**src/rtl/fifo_to_com_if.sv**
```systemverilog
// FIFO read-port bundle between the outbound FIFO and the fifo_to_com serialiser.
// master: the reader (fifo_to_com) issuing fifo_re; slave: the FIFO supplying data.
interface fifo_to_com_if;
  logic [7:0] fifo_data_in;
  logic       fifo_empty;
  logic       fifo_re;

  modport master (
    input  fifo_data_in,
    input  fifo_empty,
    output fifo_re
  );

  modport slave (
    output fifo_data_in,
    output fifo_empty,
    input  fifo_re
  );
endinterface

```
**src/rtl/fifo_to_com.sv**
```systemverilog
// fifo_to_com: pops bytes from the outbound FIFO and sends each as an 8N1 UART
// frame on tx, keeping a running CRC-8 (poly 0x07, init 0x00, MSB first) over
// every byte sent.
// Optional feature macro: CRC_APPEND_EN -- when defined, send_crc in IDLE sends
// the current CRC as its own frame and clears the CRC.
module fifo_to_com #(
  parameter int unsigned CLKS_PER_BIT = 16
) (
  input  logic          clk,
  input  logic          reset,
  input  logic          enable,
  fifo_to_com_if.master fifo,
  output logic          tx,
  output logic          busy,
  output logic          byte_done,
  output logic [7:0]    crc,
  input  logic          crc_clear,
  input  logic          send_crc
);

  localparam int unsigned CNT_W  = 16;
  localparam int unsigned DATA_W = 8;
  localparam int unsigned BIT_W  = 3;

  localparam logic [CNT_W-1:0]  BAUD_LAST = CNT_W'(CLKS_PER_BIT - 1);
  localparam logic [BIT_W-1:0]  BIT_LAST  = BIT_W'(DATA_W - 1);
  localparam logic [DATA_W-1:0] CRC_POLY  = 8'h07;

  typedef enum logic [2:0] {
    IDLE  = 3'd0,
    WAIT  = 3'd1,
    LOAD  = 3'd2,
    START = 3'd3,
    DATA  = 3'd4,
    STOP  = 3'd5
`ifdef CRC_APPEND_EN
    ,
    CRCLD = 3'd6
`endif
  } state_e;

  state_e              state_q, state_d;
  logic                tx_q, tx_d;
  logic                fifo_re_q, fifo_re_d;
  logic                busy_q, busy_d;
  logic                byte_done_q, byte_done_d;
  logic [DATA_W-1:0]   crc_q, crc_d;
  logic [DATA_W-1:0]   shift_q, shift_d;
  logic [BIT_W-1:0]    bit_q, bit_d;
  logic [CNT_W-1:0]    baud_q, baud_d;
  logic                baud_end_c;

`ifndef CRC_APPEND_EN
  // send_crc has no effect without the CRC append feature.
  logic unused_send_crc_c;
  assign unused_send_crc_c = send_crc;
`endif

  // One full-byte CRC-8 update, MSB first, no reflection, no final XOR.
  function automatic logic [DATA_W-1:0] crc8_step(input logic [DATA_W-1:0] c,
                                                   input logic [DATA_W-1:0] d);
    logic [DATA_W-1:0] r;
    r = c ^ d;
    for (int i = 0; i < int'(DATA_W); i++) begin
      r = r[DATA_W-1] ? (DATA_W'(r << 1) ^ CRC_POLY) : DATA_W'(r << 1);
    end
    return r;
  endfunction

  assign baud_end_c = (baud_q == BAUD_LAST);

  // Next-state and next-output logic for the transmit FSM.
  always_comb begin
    state_d   = state_q;
    tx_d      = tx_q;
    fifo_re_d = 1'b0;
    crc_d     = crc_q;
    shift_d   = shift_q;
    bit_d     = bit_q;
    baud_d    = baud_q;

    case (state_q)
      IDLE: begin
        tx_d = 1'b1;
`ifdef CRC_APPEND_EN
        if (send_crc) begin
          state_d = CRCLD;
        end else
`endif
        if (crc_clear) begin
          crc_d = '0;
        end else if (enable && !fifo.fifo_empty) begin
          fifo_re_d = 1'b1;
          state_d   = WAIT;
        end
      end

      // FIFO data appears on fifo_data_in the cycle after the read strobe.
      WAIT: begin
        state_d = LOAD;
      end

      LOAD: begin
        shift_d = fifo.fifo_data_in;
        crc_d   = crc8_step(crc_q, fifo.fifo_data_in);
        tx_d    = 1'b0;
        baud_d  = '0;
        state_d = START;
      end

`ifdef CRC_APPEND_EN
      CRCLD: begin
        shift_d = crc_q;
        crc_d   = '0;
        tx_d    = 1'b0;
        baud_d  = '0;
        state_d = START;
      end
`endif

      START: begin
        if (baud_end_c) begin
          baud_d  = '0;
          bit_d   = '0;
          tx_d    = shift_q[0];
          state_d = DATA;
        end else begin
          baud_d = baud_q + CNT_W'(1);
        end
      end

      // shift_q[0] is always the bit currently on the line.
      DATA: begin
        if (baud_end_c) begin
          baud_d = '0;
          if (bit_q == BIT_LAST) begin
            bit_d   = '0;
            tx_d    = 1'b1;
            state_d = STOP;
          end else begin
            bit_d   = bit_q + BIT_W'(1);
            shift_d = shift_q >> 1;
            tx_d    = shift_q[1];
          end
        end else begin
          baud_d = baud_q + CNT_W'(1);
        end
      end

      STOP: begin
        if (baud_end_c) begin
          baud_d  = '0;
          state_d = IDLE;
        end else begin
          baud_d = baud_q + CNT_W'(1);
        end
      end

      default: begin
        tx_d    = 1'b1;
        baud_d  = '0;
        bit_d   = '0;
        state_d = IDLE;
      end
    endcase

    busy_d      = (state_d != IDLE);
    byte_done_d = (state_d == STOP) && (baud_d == BAUD_LAST);
  end

  // State and output registers with synchronous active-high reset.
  always_ff @(posedge clk) begin
    if (reset) begin
      state_q     <= IDLE;
      tx_q        <= 1'b1;
      fifo_re_q   <= 1'b0;
      busy_q      <= 1'b0;
      byte_done_q <= 1'b0;
      crc_q       <= '0;
      shift_q     <= '0;
      bit_q       <= '0;
      baud_q      <= '0;
    end else begin
      state_q     <= state_d;
      tx_q        <= tx_d;
      fifo_re_q   <= fifo_re_d;
      busy_q      <= busy_d;
      byte_done_q <= byte_done_d;
      crc_q       <= crc_d;
      shift_q     <= shift_d;
      bit_q       <= bit_d;
      baud_q      <= baud_d;
    end
  end

  assign fifo.fifo_re = fifo_re_q;
  assign tx           = tx_q;
  assign busy         = busy_q;
  assign byte_done    = byte_done_q;
  assign crc          = crc_q;

endmodule
```
**src/flat_wrapper.sv**
```systemverilog
// flat-port wrapper written by rule: the top's interface ports become plain ports
module fifo_to_com_flat 
#(
  parameter int unsigned CLKS_PER_BIT = 16
)
  (clk, reset, enable, tx, busy, byte_done, crc, crc_clear, send_crc, fifo_fifo_data_in, fifo_fifo_empty, fifo_fifo_re);
  fifo_to_com_if fifo_i ();
  input  logic clk;
  input  logic reset;
  input  logic enable;
  output logic tx;
  output logic busy;
  output logic byte_done;
  output logic [7:0] crc;
  input  logic crc_clear;
  input  logic send_crc;
  input wire logic [$bits(fifo_i.fifo_data_in)-1:0] fifo_fifo_data_in;
  input wire logic [$bits(fifo_i.fifo_empty)-1:0] fifo_fifo_empty;
  output wire logic [$bits(fifo_i.fifo_re)-1:0] fifo_fifo_re;
  assign fifo_i.fifo_data_in = fifo_fifo_data_in;
  assign fifo_i.fifo_empty = fifo_fifo_empty;
  assign fifo_fifo_re = fifo_i.fifo_re;
  fifo_to_com #(.CLKS_PER_BIT(CLKS_PER_BIT)) u_core (.clk(clk), .reset(reset), .enable(enable), .fifo(fifo_i), .tx(tx), .busy(busy), .byte_done(byte_done), .crc(crc), .crc_clear(crc_clear), .send_crc(send_crc));
endmodule
```
**config.mk**
```make
export PLATFORM = sky130hd
export DESIGN_NAME = fifo_to_com_flat
export DESIGN_NICKNAME = d
export VERILOG_FILES = /design/src/rtl/fifo_to_com_if.sv /design/src/rtl/fifo_to_com.sv /design/src/flat_wrapper.sv
export SDC_FILE = /design/constraint.sdc
export NUM_CORES = 1
export LEC_CHECK = 0
export ABC_AREA = 1
export BUFFER_PORTS_ARGS = -buffer_cell sky130_fd_sc_hd__buf_2
export CORE_ASPECT_RATIO = 1.4
export CORE_UTILIZATION = 60
export CTS_CLUSTER_DIAMETER = 100
export DETAILED_ROUTE_END_ITERATION = 8
export PLACE_DENSITY_LB_ADDON = 0.1
export SLEW_MARGIN = 20
export SYNTH_ARGS = -nofsm -noshare
export SYNTH_HDL_FRONTEND = slang
export SYNTH_SLANG_ARGS = --single-unit
```
**constraint.sdc**
```tcl
create_clock -name clk -period 3.47 [get_ports clk]
set_clock_uncertainty 0.1 [all_clocks]
set_input_delay 0.1735 -clock clk [delete_from_list [all_inputs] [get_ports clk]]
set_output_delay 0.1735 -clock clk [all_outputs]
set_load 0.02 [all_outputs]
```
# Word level (Yosys, flattened, before mapping)
# Cells that the tools add are included.
# op_classes
addsub	2
n_bitwise	12
reduce_logical	16
n_eq_ne	13
n_mux	31
# ops
operator	count
2-to-1 mux 3 bit	17
equality test 16 x 4 -> 1 bit (second input constant)	2
one-hot mux 16 bit (2 select lines)	1
one-hot mux 8 bit (2 select lines)	2
2-to-1 mux 8 bit	3
inverter 3 bit	8
one-hot mux 3 bit (6 select lines)	1
adder 16 x 1 -> 16 bit (second input constant)	1
2-to-1 mux 16 bit	1
equality test 3 bit (second input constant)	4
one-hot mux 3 bit (3 select lines)	1
AND reduction 3 bit	3
XOR 8 bit	1
equality test 3 x 2 -> 1 bit (second input constant)	2
OR reduction 3 bit	2
2-to-1 mux 1 bit	4
inequality test 2 x 1 -> 1 bit (second input constant)	2
inequality test 2 bit (second input constant)	2
one-hot mux 1 bit (4 select lines)	1
nonzero test 2 bit	2
OR reduction 2 bit	2
OR reduction 4 bit	1
adder 3 x 1 -> 3 bit (second input constant)	1
equality test 3 x 1 -> 1 bit (second input constant)	1
other kinds (6)	9
# totals
output_inout_bits	12
inputBits	14
reg_bits	42

# Longest topological paths before layout
# depth
ltp_word	18
depth_mapped	12
mapped_depth_nobuf	12

# Least setup slack after synthesis
# OpenSTA, ideal clock, no wires.
# synth_path
path_type	reg2reg
start	reg u_core.baud_q[0]
end	reg u_core.shift_q[5]
required_time_ns	3.251
setup_slack_ns	1.704
setup_ns	0.119
stages_incl_launch_ff	10
arrival_ns	1.547
path_cell_list	dfxtp_1 ha_1 nand3_2 nor2_1 nand2_2 nand2_1 o211ai_2 buf_6 o21ai_0 a21oi_1
# synth_via
elab_chain_cells	3
# synth_lines
element	line	rtl
from (decl)	fifo_to_com.sv:50	logic [CNT_W-1:0] baud_q, baud_d;
from (signal assigned)	fifo_to_com.sv:192	baud_q <= baud_d;
equality test 16 x 4 -> 1 bit	fifo_to_com.sv:70	assign baud_end_c = (baud_q == BAUD_LAST);
inequality test 2 x 1 -> 1 bit (no source line)	-	
AND reduction 3 bit (no source line)	-	
to (signal assigned)	fifo_to_com.sv:190	shift_q <= shift_d;
to (decl)	fifo_to_com.sv:48	logic [DATA_W-1:0] shift_q, shift_d;
# Every way passes these cells.
# A chain may end at the register's enable or synchronous reset.

# Final worst setup path
# layout_path
start	reg u_core.baud_q[0]
end	reg u_core.shift_q[1]
# The elaborated chain is that of the path after synthesis.

==> impl_metrics.env <==
export IMPL_status="finished, final reports clean"
export IMPL_final_net_count=443
export IMPL_start_util=0.637
export IMPL_top_usage_layer="met2"
export IMPL_area_growth_pct=8.80
export IMPL_grt_met1_usage=0.294
export IMPL_met2_usage=0.548
export IMPL_ant_nets=0
export IMPL_antenna_cells=0
export IMPL_yosys_warnings=0
export IMPL_hold_class="in2reg"
export IMPL_synth_xor_area_share=0.0513
export IMPL_ctsHoldBuffers=0
export IMPL_fillCellCount=387
export IMPL_rsz0062_at_grt="false"
export IMPL_worstPathRequired_ns=3.53
export IMPL_final_setup_viol_count=0
export IMPL_hpwl_microns=4420
export IMPL_ir_worst_vdd_mv=0.341
export IMPL_reg2reg_to="u_core.shift_q[1]"
export IMPL_dr_pass1_iters=5
export IMPL_worst_pin_slew_ns=0.647
export IMPL_synth_top_family_by_area="simple AND/OR/NAND/NOR gates"
export IMPL_min_period_ns=2.13
export IMPL_num_vias=2550
export IMPL_io_buffers=24
export IMPL_hold_viol_final=0
export IMPL_cts_tree="built"
export IMPL_critPathArrivalTime_ns=2.20
export IMPL_holdWs_ns=0.0811
export IMPL_synthAdderAreaFrac=0.0147
export IMPL_cts_root_buf="clkbuf_8"
export IMPL_drive_gt1_frac=0.117
export IMPL_p_leak_nw=1.21
export IMPL_grtUsageTotal=0.283
export IMPL_synth_nets=421
export IMPL_grt_max_degree=34
export IMPL_max_cap_violations=0
export IMPL_end_kind="register"
export IMPL_drtIter0Drc=189
export IMPL_use_met3=0.0472
export IMPL_grt_pass1_vias=2327
export IMPL_clock_fmax_ghz=0.469
export IMPL_synthMuxAreaShare=0
export IMPL_relSlewSlack=0.569
export IMPL_rows=27
export IMPL_ios=26
export IMPL_die_h_microns=79.3
export IMPL_cts_sinks=42
export IMPL_cts_max_path_buffers=2
export IMPL_dp_cells=462
export IMPL_drc=0
export IMPL_reg2reg_slack_ns=1.34
export IMPL_cts_reportedPaths_clkPinSlew_ns=0.08
export IMPL_floorplan_die_width_microns=57.2
export IMPL_min_period_over_period=0.615
export IMPL_ys_types=33
export IMPL_endpoint="u_core.shift_q[1]"
export IMPL_synthCells=404
export IMPL_wire_per_inst_microns=12.6
export IMPL_critPathLaunch="u_core.baud_q[0]"
export IMPL_place_gp_congestion=0.885
export IMPL_synth_seq_cells=42
export IMPL_synth_compound_area_frac=0.137
export IMPL_p_per_area_nw_per_um2=391
export IMPL_crit_type="reg2reg"
export IMPL_cts_buffers=5
export IMPL_grt_overflow_total=0
export IMPL_final_cells=470
export IMPL_synth_area_sq_um=2560
export IMPL_viasPerCell=5.43
export IMPL_wirelength_microns=5910
export IMPL_synth_simple_area_share=0.375
export IMPL_yosysSeqAreaShare=0.328
export IMPL_reg2regPathDepth=8
export IMPL_htreeDepth=2
export IMPL_synth_avg_cell_area_sq_um=6.34
export IMPL_slew_violations=0
export IMPL_clock_latency_ns=0.29
export IMPL_cts_setup_buffers=0
export IMPL_antenna_found_initial=0
export IMPL_crit_fanout=16
export IMPL_setup_tns_ns=0
export IMPL_critPathLaunchType="register"
export IMPL_die_area_sq_um=4540
export IMPL_r2r_start="u_core.baud_q[0]"
export IMPL_core_area_sq_um=4020
export IMPL_post_cts_resized=0
export IMPL_grt_first_pass_wirelength_microns=10100
==> power breakdown <==
part / internal (W) / leakage, nW / switching (W)
Combinational: 0.0000627 / 0.814 / 0.000123
Clock: 0.000212 / 0.0579 / 0.000170
Sequential: 0.000504 / 0.340 / 0.0000159
Total: 0.000779 / 1.21 / 0.000309
==> cell usage in the layout (no fill, tap or decap), types with 4 or more instances in the layout <==
cell      Yosys  layout
nand2_1     111     111
nor2_1       52      52
inv_1        46      46
dfxtp_1      42      42
nand3_1      31      31
o21ai_0      29      29
a21oi_1      29      29
buf_2         1      24
xnor2_1       9       9
nand4_1       8       8
xor2_1        6       6
nand2_2       5       5
clkbuf_8      0       5
nor3_1        4       4
==> worst min path at each step <==
| stage | start | to | slack [ns] | depth (start not counted) |
|---|---|---|---|---|
| global route | enable | u_core.fifo.fifo_re | 0.10 | 3 |
| detailed placement | u_core.shift_q[6] | u_core.shift_q[6] | 0.34 | 2 |
| CTS | enable | u_core.fifo.fifo_re | 0.08 | 3 |
| floorplan | enable | u_core.fifo.fifo_re | 0.24 | 2 |
| finish | enable | u_core.fifo.fifo_re | 0.08 | 3 |
| global placement | u_core.shift_q[0] | u_core.shift_q[0] | 0.33 | 2 |
==> registers in the layout (all words and copies together), names as in the netlist <==
register	cells
u_core.busy	1
u_core.tx	1
u_core.bit_q	3
u_core.shift_q	8
u_core.byte_done	1
u_core.fifo.fifo_re	1
u_core.crc	8
u_core.state_q	3
u_core.baud_q	16
==> cell usage after synthesis, drive strengths merged <==
cell / n / area share
o21bai: 1 / 0.0029
nand4: 8 / 0.020
nor2: 55 / 0.087
nand2: 116 / 0.17
nand3b: 2 / 0.0059
dfxtp: 42 / 0.33
clkbuf: 4 / 0.0059
a211oi: 1 / 0.0049
a31o: 1 / 0.0034
nand3: 33 / 0.068
clkinv: 1 / 0.0020
buf: 5 / 0.017
a21o: 1 / 0.0029
and2: 1 / 0.0024
xnor2: 9 / 0.031
o21ai: 30 / 0.059
or2: 2 / 0.0049
a21oi: 29 / 0.057
a31oi: 1 / 0.0024
ha: 3 / 0.015
o211ai: 1 / 0.0049
nor3: 5 / 0.012
xor2: 6 / 0.021
inv: 47 / 0.069
==> area by class of cell <==
type / instances / area [sq um] / area share
flip-flops and latches: 42 / 841 / 0.302
well taps: 43 / 53.8 / 0.0193
clock buffers: 5 / 68.8 / 0.0247
multi-input cells: 305 / 1480 / 0.531
inverters: 48 / 181 / 0.0651
repair buffers: 24 / 120 / 0.0431
clock inverters: 3 / 40.0 / 0.0144
==> through the flow <==
| step | worst slack (ns) | util | area, sq um | total power [W] |
|---|---|---|---|---|
| floorplan | 1.70 | - | 2560 | 0.000670 |
| global placement | 1.41 | 0.666 | 2680 | 0.000711 |
| detailed placement | 1.37 | 0.666 | 2680 | 0.000716 |
| CTS | 1.35 | 0.693 | 2790 | 0.00109 |
| global route | 1.11 | 0.693 | 2790 | 0.00114 |
| finish | 1.34 | 0.693 | 2790 | 0.00109 |
==> metal layers <==
metal,vias up,wire length (microns)
li1,1335,-
met1,1137,2350
met2,62,3160
met3,16,206
met4,0,186
met5,-,0
==> cells by family after synthesis <==
kind of cell | count (synthesis)
AND/OR/NAND/NOR | 222
adder cells (fa/ha/maj) | 3
buffers and inverters | 57
XOR/XNOR | 15
flip-flops | 42
AO/OA/AOI/OAI | 65
==> worst max-delay path, stage by stage (launching register included) <==
cell and delay (ns):
dfxtp_1 0.48, ha_1 0.27, nand3_2 0.14, nor2_1 0.16
nand2_2 0.14, nand2_1 0.12, o211ai_2 0.25, o21ai_0 0.26
a21oi_1 0.06
Note: power is estimated with default switching activity, not from simulation.
